File: src/rtl/uart_sram_tx_interface_pkg.sv
// Shared types and constants for the UART/SRAM interface blocks.
// Holds the top-level and transmit-side state encodings plus the default baud divider.
package uart_sram_tx_interface_pkg;

  // 50 MHz system clock divided down to 115200 baud
  localparam int BAUD_50M_115200 = 434;

  // Cycles from a registered SRAM address to usable read data
  localparam int SRAM_READ_LATENCY = 2;

  // Top-level controller states (receive path, transmit path)
  typedef enum logic [1:0] {
    S_TOP_IDLE,
    S_TOP_RECEIVE,
    S_TOP_TRANSMIT
  } top_state_type;

  // Transmit-side dump sequencer states
  typedef enum logic [2:0] {
    S_TX_IDLE,
    S_TX_READ,
    S_TX_WAIT,
    S_TX_HI,
    S_TX_LO,
    S_TX_FINISH
  } tx_state_type;

endpackage

File: src/rtl/uart_tx_byte.sv
// 8N1 byte serializer. A frame is start(0), 8 data bits LSB first, stop(1),
// each held CLKS_PER_BIT cycles. Ready is also high in the final cycle of the
// stop bit so a Load taken there starts the next frame with no idle gap.
module uart_tx_byte #(
  parameter int CLKS_PER_BIT = 434
) (
  input  logic       Clock,
  input  logic       Resetn,
  input  logic       Load,
  input  logic [7:0] Data,
  output logic       TX,
  output logic       Ready
);

  localparam int BW = (CLKS_PER_BIT > 1) ? $clog2(CLKS_PER_BIT) : 1;
  localparam logic [BW-1:0] LAST_TICK = BW'(CLKS_PER_BIT - 1);

  logic [BW-1:0] baud_reg;
  logic [3:0]    bit_cnt_reg;
  logic [9:0]    shift_reg;
  logic [9:0]    shift_next;
  logic          active_reg;
  logic          bit_end;

  assign bit_end = (baud_reg == LAST_TICK);
  assign Ready   = !active_reg || (bit_end && (bit_cnt_reg == 4'd9));
  // Line is driven straight from a flop; reset fills the register with ones
  assign TX      = shift_reg[0];

  // Shift towards bit 0, back-filling with idle-high ones
  genvar gi;
  generate
    for (gi = 0; gi < 9; gi++) begin : g_shift
      assign shift_next[gi] = shift_reg[gi+1];
    end
  endgenerate
  assign shift_next[9] = 1'b1;

  // Baud timing, bit counting and frame shifting
  always_ff @(posedge Clock or negedge Resetn) begin
    if (!Resetn) begin
      active_reg  <= 1'b0;
      baud_reg    <= '0;
      bit_cnt_reg <= '0;
      shift_reg   <= '1;
    end else if (Load && Ready) begin
      active_reg  <= 1'b1;
      baud_reg    <= '0;
      bit_cnt_reg <= '0;
      shift_reg   <= {1'b1, Data, 1'b0};
    end else if (active_reg) begin
      if (bit_end) begin
        baud_reg  <= '0;
        shift_reg <= shift_next;
        if (bit_cnt_reg == 4'd9) begin
          active_reg <= 1'b0;
        end else begin
          bit_cnt_reg <= bit_cnt_reg + 4'd1;
        end
      end else begin
        baud_reg <= baud_reg + BW'(1);
      end
    end
  end

endmodule

File: src/rtl/uart_sram_tx_interface.sv
// Dumps a range of 16-bit SRAM words over UART, high byte first, frames back to back.
// The next word is fetched while the current low byte is on the line.
// Optional macro UART_TX_CHECKSUM_EN appends a 16-bit sum-of-words trailer word.
module uart_sram_tx_interface
  import uart_sram_tx_interface_pkg::*;
#(
  parameter int CLKS_PER_BIT = BAUD_50M_115200,
  parameter int READ_LATENCY = SRAM_READ_LATENCY
) (
  input  logic        Clock,
  input  logic        Resetn,
  input  logic        Start,
  input  logic [17:0] Start_address,
  input  logic [17:0] Word_count,
  output logic [17:0] SRAM_address,
  input  logic [15:0] SRAM_read_data,
  output logic        SRAM_we_n,
  output logic        UART_TX_O,
  output logic        Busy,
  output logic        Done
);

  localparam int LW = (READ_LATENCY > 1) ? $clog2(READ_LATENCY) : 1;
  localparam logic [LW-1:0] LAT_LAST = LW'(READ_LATENCY - 1);

  tx_state_type state_reg, state_next;

  logic [17:0]   addr_reg;       // next address to read
  logic [17:0]   remaining_reg;  // words not yet fetched
  logic [17:0]   sram_addr_reg;
  logic [15:0]   word_buf_reg;   // current word; after its low byte is loaded it holds the prefetch
  logic          fetch_busy_reg;
  logic [LW-1:0] lat_reg;
  logic          last_sent_reg;  // final low byte has been handed to the serializer

  logic       accept, issue_read, capture, set_last;
  logic       tx_load, tx_ready;
  logic [7:0] tx_data;
`ifdef UART_TX_CHECKSUM_EN
  logic [15:0] sum_reg;
  logic        trailer_reg;
  logic        load_trailer;
`endif

  assign capture      = fetch_busy_reg && (lat_reg == LAT_LAST);
  assign SRAM_address = sram_addr_reg;
  assign SRAM_we_n    = 1'b1;
  assign Busy         = state_reg inside {S_TX_READ, S_TX_WAIT, S_TX_HI, S_TX_LO};
  assign Done         = (state_reg == S_TX_FINISH);

  uart_tx_byte #(.CLKS_PER_BIT(CLKS_PER_BIT)) u_tx_byte (
    .Clock  (Clock),
    .Resetn (Resetn),
    .Load   (tx_load),
    .Data   (tx_data),
    .TX     (UART_TX_O),
    .Ready  (tx_ready)
  );

  // State register
  always_ff @(posedge Clock or negedge Resetn) begin
    if (!Resetn) state_reg <= S_TX_IDLE;
    else         state_reg <= state_next;
  end

  // Next-state and control decode
  always_comb begin
    state_next = state_reg;
    accept     = 1'b0;
    issue_read = 1'b0;
    set_last   = 1'b0;
    tx_load    = 1'b0;
    tx_data    = word_buf_reg[15:8];
`ifdef UART_TX_CHECKSUM_EN
    load_trailer = 1'b0;
`endif
    case (state_reg)
      S_TX_IDLE: begin
        if (Start) begin
          if (Word_count != '0) begin
            accept     = 1'b1;
            state_next = S_TX_READ;
          end else begin
`ifdef UART_TX_CHECKSUM_EN
            accept       = 1'b1;
            load_trailer = 1'b1;
            state_next   = S_TX_HI;
`else
            state_next = S_TX_FINISH;
`endif
          end
        end
      end
      S_TX_READ: begin
        issue_read = 1'b1;
        state_next = S_TX_WAIT;
      end
      S_TX_WAIT: begin
        if (capture) state_next = S_TX_HI;
      end
      S_TX_HI: begin
        if (tx_ready) begin
          tx_load    = 1'b1;
          state_next = S_TX_LO;
        end
      end
      S_TX_LO: begin
        tx_data = word_buf_reg[7:0];
        if (tx_ready) begin
          if (last_sent_reg) begin
            state_next = S_TX_FINISH;
          end else begin
            tx_load = 1'b1;
            if (remaining_reg != '0) begin
              issue_read = 1'b1;
              state_next = S_TX_HI;
            end
`ifdef UART_TX_CHECKSUM_EN
            else if (!trailer_reg) begin
              load_trailer = 1'b1;
              state_next   = S_TX_HI;
            end
`endif
            else begin
              set_last = 1'b1;
            end
          end
        end
      end
      S_TX_FINISH: state_next = S_TX_IDLE;
      default:     state_next = S_TX_IDLE;
    endcase
  end

  // Address sequencing, read-latency tracking and word capture
  always_ff @(posedge Clock or negedge Resetn) begin
    if (!Resetn) begin
      addr_reg       <= '0;
      remaining_reg  <= '0;
      sram_addr_reg  <= '0;
      word_buf_reg   <= '0;
      fetch_busy_reg <= 1'b0;
      lat_reg        <= '0;
      last_sent_reg  <= 1'b0;
    end else begin
      if (accept) begin
        addr_reg      <= Start_address;
        remaining_reg <= Word_count;
        last_sent_reg <= 1'b0;
      end
      if (issue_read) begin
        sram_addr_reg  <= addr_reg;
        addr_reg       <= addr_reg + 18'd1;
        fetch_busy_reg <= 1'b1;
        lat_reg        <= '0;
      end else if (fetch_busy_reg) begin
        if (capture) begin
          word_buf_reg   <= SRAM_read_data;
          remaining_reg  <= remaining_reg - 18'd1;
          fetch_busy_reg <= 1'b0;
        end else begin
          lat_reg <= lat_reg + LW'(1);
        end
      end
`ifdef UART_TX_CHECKSUM_EN
      if (load_trailer) word_buf_reg <= sum_reg;
`endif
      if (set_last) last_sent_reg <= 1'b1;
    end
  end

`ifdef UART_TX_CHECKSUM_EN
  // Running sum of fetched words; cleared on completion so the next dump starts at zero
  always_ff @(posedge Clock or negedge Resetn) begin
    if (!Resetn) begin
      sum_reg     <= '0;
      trailer_reg <= 1'b0;
    end else begin
      if (state_reg == S_TX_FINISH) sum_reg <= '0;
      else if (capture)             sum_reg <= sum_reg + SRAM_read_data;
      if (accept)       trailer_reg <= 1'b0;
      if (load_trailer) trailer_reg <= 1'b1;
    end
  end
`endif

endmodule

File: config.mk
export PLATFORM = sky130hd
export DESIGN_NAME = uart_sram_tx_interface
export DESIGN_NICKNAME = d
export VERILOG_FILES = /design/src/rtl/uart_sram_tx_interface_pkg.sv /design/src/rtl/uart_tx_byte.sv /design/src/rtl/uart_sram_tx_interface.sv
export SDC_FILE = /design/constraint.sdc
export NUM_CORES = 1
export LEC_CHECK = 0
export CORE_ASPECT_RATIO = 0.75
export CORE_MARGIN = 3
export CORE_UTILIZATION = 35
export CTS_CLUSTER_SIZE = 20
export DETAILED_ROUTE_END_ITERATION = 16
export DONT_BUFFER_PORTS = 1
export GPL_TIMING_DRIVEN = 1
export PLACE_DENSITY_LB_ADDON = 0.3
export SLEW_MARGIN = 20
export SYNTH_ARGS = -nofsm -noshare
export SYNTH_HDL_FRONTEND = slang
export SYNTH_SLANG_ARGS = --single-unit
File: constraint.sdc
create_clock -name Clock -period 5.35 [get_ports Clock]
set_input_delay 1.605 -clock Clock [delete_from_list [all_inputs] [get_ports Clock]]
set_output_delay 1.605 -clock Clock [all_outputs]
set_load 0.02 [all_outputs]
==> results.yml <==
synth:
  yosys_warnings: 0
  syn_nets: 643
  seq_area_frac_synth_pct: 48.89
  synth-edff-count: 0
  synth-main-ff-cell: "dfrtp_1"
  syn_inst: 582
  syn_area_sq_mm: 0.005090
  synth-seq-cells: 99
  syn_avg_cell_area_sq_um: 8.746
  async_flop_share_pct: 100.0
  synth.distinct_cells: 59
worst_setup_path:
  crit_type: "reg -> reg"
  regToRegStartpoint: "remaining_reg[3]$_DFF_PN0_"
  start_kind: "flop"
  path_max_fanout: 20
  slowest_delay_ns: 0.59
  cp.arrival_ns: 3.69
  reg2reg_to: "addr_reg[16]$_DFFE_PN0P_"
  critical_path.slowest_cell: "o211ai_4"
  crit_family: "simple AND/OR/NAND/NOR gates"
  cp_data_required_time_ns: 5.58
  worstPathCellList: "nor3_1, nand4_1, o211ai_4, and2_1, buf_4, o21ai_1, a221o_1"
  critPathCaptureType: "flop"
  critical_path.startpoint: "remaining_reg[3]$_DFF_PN0_"
  rrSetupSlack_ns: 1.90
  ff2ff_path_depth: 7
  worst-path-buf-inv: 1
sta:
  layout_min_cycle_time_ns: 3.453
  finalHoldViolations: 0
  drv_slew: 0
  finClkSkew_ns: 0.007413
  final-setup-viol-count: 0
  finalCritPeriodShare_pct: 64.53
  setup_ws_ns: 1.897
  slew_headroom_pct: 27.11
  tns_ns: 0
  max_freq_mhz: 289.6
  rsz0062_at_grt: "no"
  tightest_slew_ns: 1.092
power_and_ir_drop:
  clockPowerShare_pct: 27.2
  power_density_mw_per_mm2: 462.0
  internal_power_mw: 1.667
  pwr-share-seq_pct: 55.8
  leakage_nw: 2.356
  peakVddDrop_mv: 0.1658
  swShare_pct: 34.79
  pwr-share-comb_pct: 17.0
  power.total_mw: 2.557
  power_switching_mw: 0.8894
cts:
  clk_path_buf_depth: 2
  cts_buffers: 9
  clkLatencyLatePin_ns: 0.34
  cts_resized: 0
  clock_sinks: 99
  clk_pin_slew_ns: 0.08
  h-tree-depth: 3
  cts_hold_buf: 0
  cts_tree: "done"
  cts-root-buf: "clkbuf_16"
  cts_setup_buffers: 0
detailed_routing:
  dr.pass1.iters: 5
  initialDrtViolationCount: 301
  viasPerCell: 5.391
  drcViolationCount: 0
  wirelength_um: 12140
  wl_per_cell_um: 15.79
  dr_total_vias: 4146
  ant_nets: 0
worst_hold_path:
  holdCritStartpoint: "word_buf_reg[10]$_DFFE_PN0P_"
  hold_class: "reg -> reg"
  whs_endpoint: "word_buf_reg[10]$_DFFE_PN0P_"
  min_path_cells: 2
final_layout:
  fill_cells: 1399
  fin_nets: 630
  drive_gt1_share_pct: 8.711
  fin_util_pct: 39.58
  antenna_cells: 0
  area_growth_pct: 8.727
  instances_no_fill: 769
global_routing:
  grt_max_degree: 100
  grt_pass1_wl_um: 20820
  grt_pass1_vias: 4074
  grtUsageTotal_pct: 15.66
  grt_overflow: 0
  antenna_found_initial: 0
outcome:
  status: "finished, final reports clean"
place:
  gp_congestion: 0.8730
  dp_slack_ns: 1.669
  portBuffers: 0
  dp.cells: 753
  dp_hpwl_um: 8352
die:
  die_area_sq_mm: 0.01604
  rows: 37
  io_pins: 77
  start_util_pct: 36.41
  die_w_um: 145.3
  coreArea_sq_mm: 0.01398
  die_h_um: 110.4
job:
  maxCapViolations: 0
-- per-layer routing --
metal / GRT usage (%) / up-vias / part of all wire [%]
li1: - / 2023 / -
met1: 22.71 / 1953 / 49
met2: 21.81 / 156 / 41
met3: 5.373 / 14 / 8.8
met4: 5.060 / 0 / 1.6
met5: 0 / - / 0
-- cells in the final DEF, fill, tap and decap left out, drive strengths merged, types with 11 or more instances in the layout --
cell / Yosys / routed
and3: 11 / 11
nor2: 31 / 31
o21ai: 49 / 49
o22ai: 11 / 11
nand2: 158 / 158
nand4: 14 / 14
dfrtp: 90 / 90
nand3: 15 / 15
nor3: 12 / 12
inv: 21 / 27
a21oi: 32 / 32
-- worst max-delay path by stage --
stage                                  endpoint  slack, ns  depth (start not counted)
floorplan               addr_reg[3]$_DFFE_PN0P_       2.36                          7
global placement    remaining_reg[12]$_DFF_PN0_       1.72                          6
detailed placement  remaining_reg[12]$_DFF_PN0_       1.67                          6
CTS                    addr_reg[16]$_DFFE_PN0P_       1.91                          7
global route           addr_reg[16]$_DFFE_PN0P_       1.52                          7
finish                 addr_reg[16]$_DFFE_PN0P_       1.90                          7
-- power groups by stage --
| stage | Clock (mW) | Combinational (mW) | Sequential, mW |
|---|---|---|---|
| 4_1_cts | 0.716 | 0.437 | 1.43 |
| 6_report | 0.696 | 0.434 | 1.43 |
| 3_3_place_gp | 0 | 0.418 | 1.43 |
| 5_1_grt | 0.750 | 0.514 | 1.48 |
| 2_1_floorplan | 0 | 0.375 | 1.35 |
| 3_5_place_dp | 0 | 0.436 | 1.44 |
-- final cells by class --
| cell class | instances | area [sq um] | area share [%] |
|---|---|---|---|
| clock buffers | 9 | 225.2 | 4.070 |
| clock inverters | 7 | 90.09 | 1.628 |
| inverters | 21 | 78.83 | 1.424 |
| multi-input cells | 437 | 2400 | 43.36 |
| flip-flops and latches | 99 | 2489 | 44.97 |
| well taps | 195 | 244.0 | 4.409 |
| repair buffers | 1 | 7.507 | 0.1357 |
-- cells in the mapped netlist, drive strengths merged, types with 3 or more instances --
| cell type | count | share of area, % |
|---|---|---|
| dfrtp | 90 | 44 |
| or3 | 3 | 0.47 |
| ha | 6 | 1.5 |
| nand3 | 15 | 1.5 |
| mux2i | 8 | 1.6 |
| clkbuf | 11 | 0.81 |
| a221o | 5 | 0.98 |
| dfstp | 9 | 4.6 |
| o221a | 5 | 1.1 |
| nor4 | 6 | 0.74 |
| o21ai | 49 | 4.9 |
| nand2 | 158 | 12 |
| nor2b | 3 | 0.37 |
| xor2 | 6 | 1.0 |
| and4 | 3 | 0.52 |
| a31oi | 5 | 0.61 |
| and2 | 5 | 0.61 |
| buf | 14 | 1.6 |
| nor3 | 12 | 1.2 |
| o22ai | 11 | 1.4 |
| mux2 | 7 | 1.5 |
| a21oi | 32 | 3.1 |
| and3 | 11 | 1.4 |
| o211ai | 6 | 1.2 |
| or2 | 5 | 0.61 |
| nand4 | 14 | 1.7 |
| inv | 21 | 1.5 |
| nand2b | 3 | 0.37 |
| nor2 | 31 | 2.3 |
-- worst register-to-register path, stage by stage, from the launching register on --
cell,delay [ns]
dfrtp_1,0.43
nor3_1,0.55
nand4_1,0.46
o211ai_4,0.60
and2_1,0.56
buf_4,0.35
o21ai_1,0.11
a221o_1,0.30
-- metrics by stage --
step	hold slack [ns]	area, sq um
2_1_floorplan	0.4401	5090
3_3_place_gp	0.4546	5216
3_5_place_dp	0.4602	5219
4_1_cts	0.4818	5534
5_1_grt	0.4975	5534
6_report	0.4796	5534
-- logic make-up (layout without fill, tap and decap cells) --
logic type                 after synthesis  in the layout  share of synthesized area, %
xor gates and xnor gates                 7              7                         1.205
adders and majority gates                6              6                         1.475
AOI/OAI and AO/OA                      132            132                         16.54
DFF                                     99             99                         48.89
muxes                                   15             15                         3.122
other                                    1              1                       0.07368
and+or+nand+nor                        276            276                         24.68
buffers and inverters                   46             38                         4.007
No activity file was read; power rests on OpenSTA's default activity.
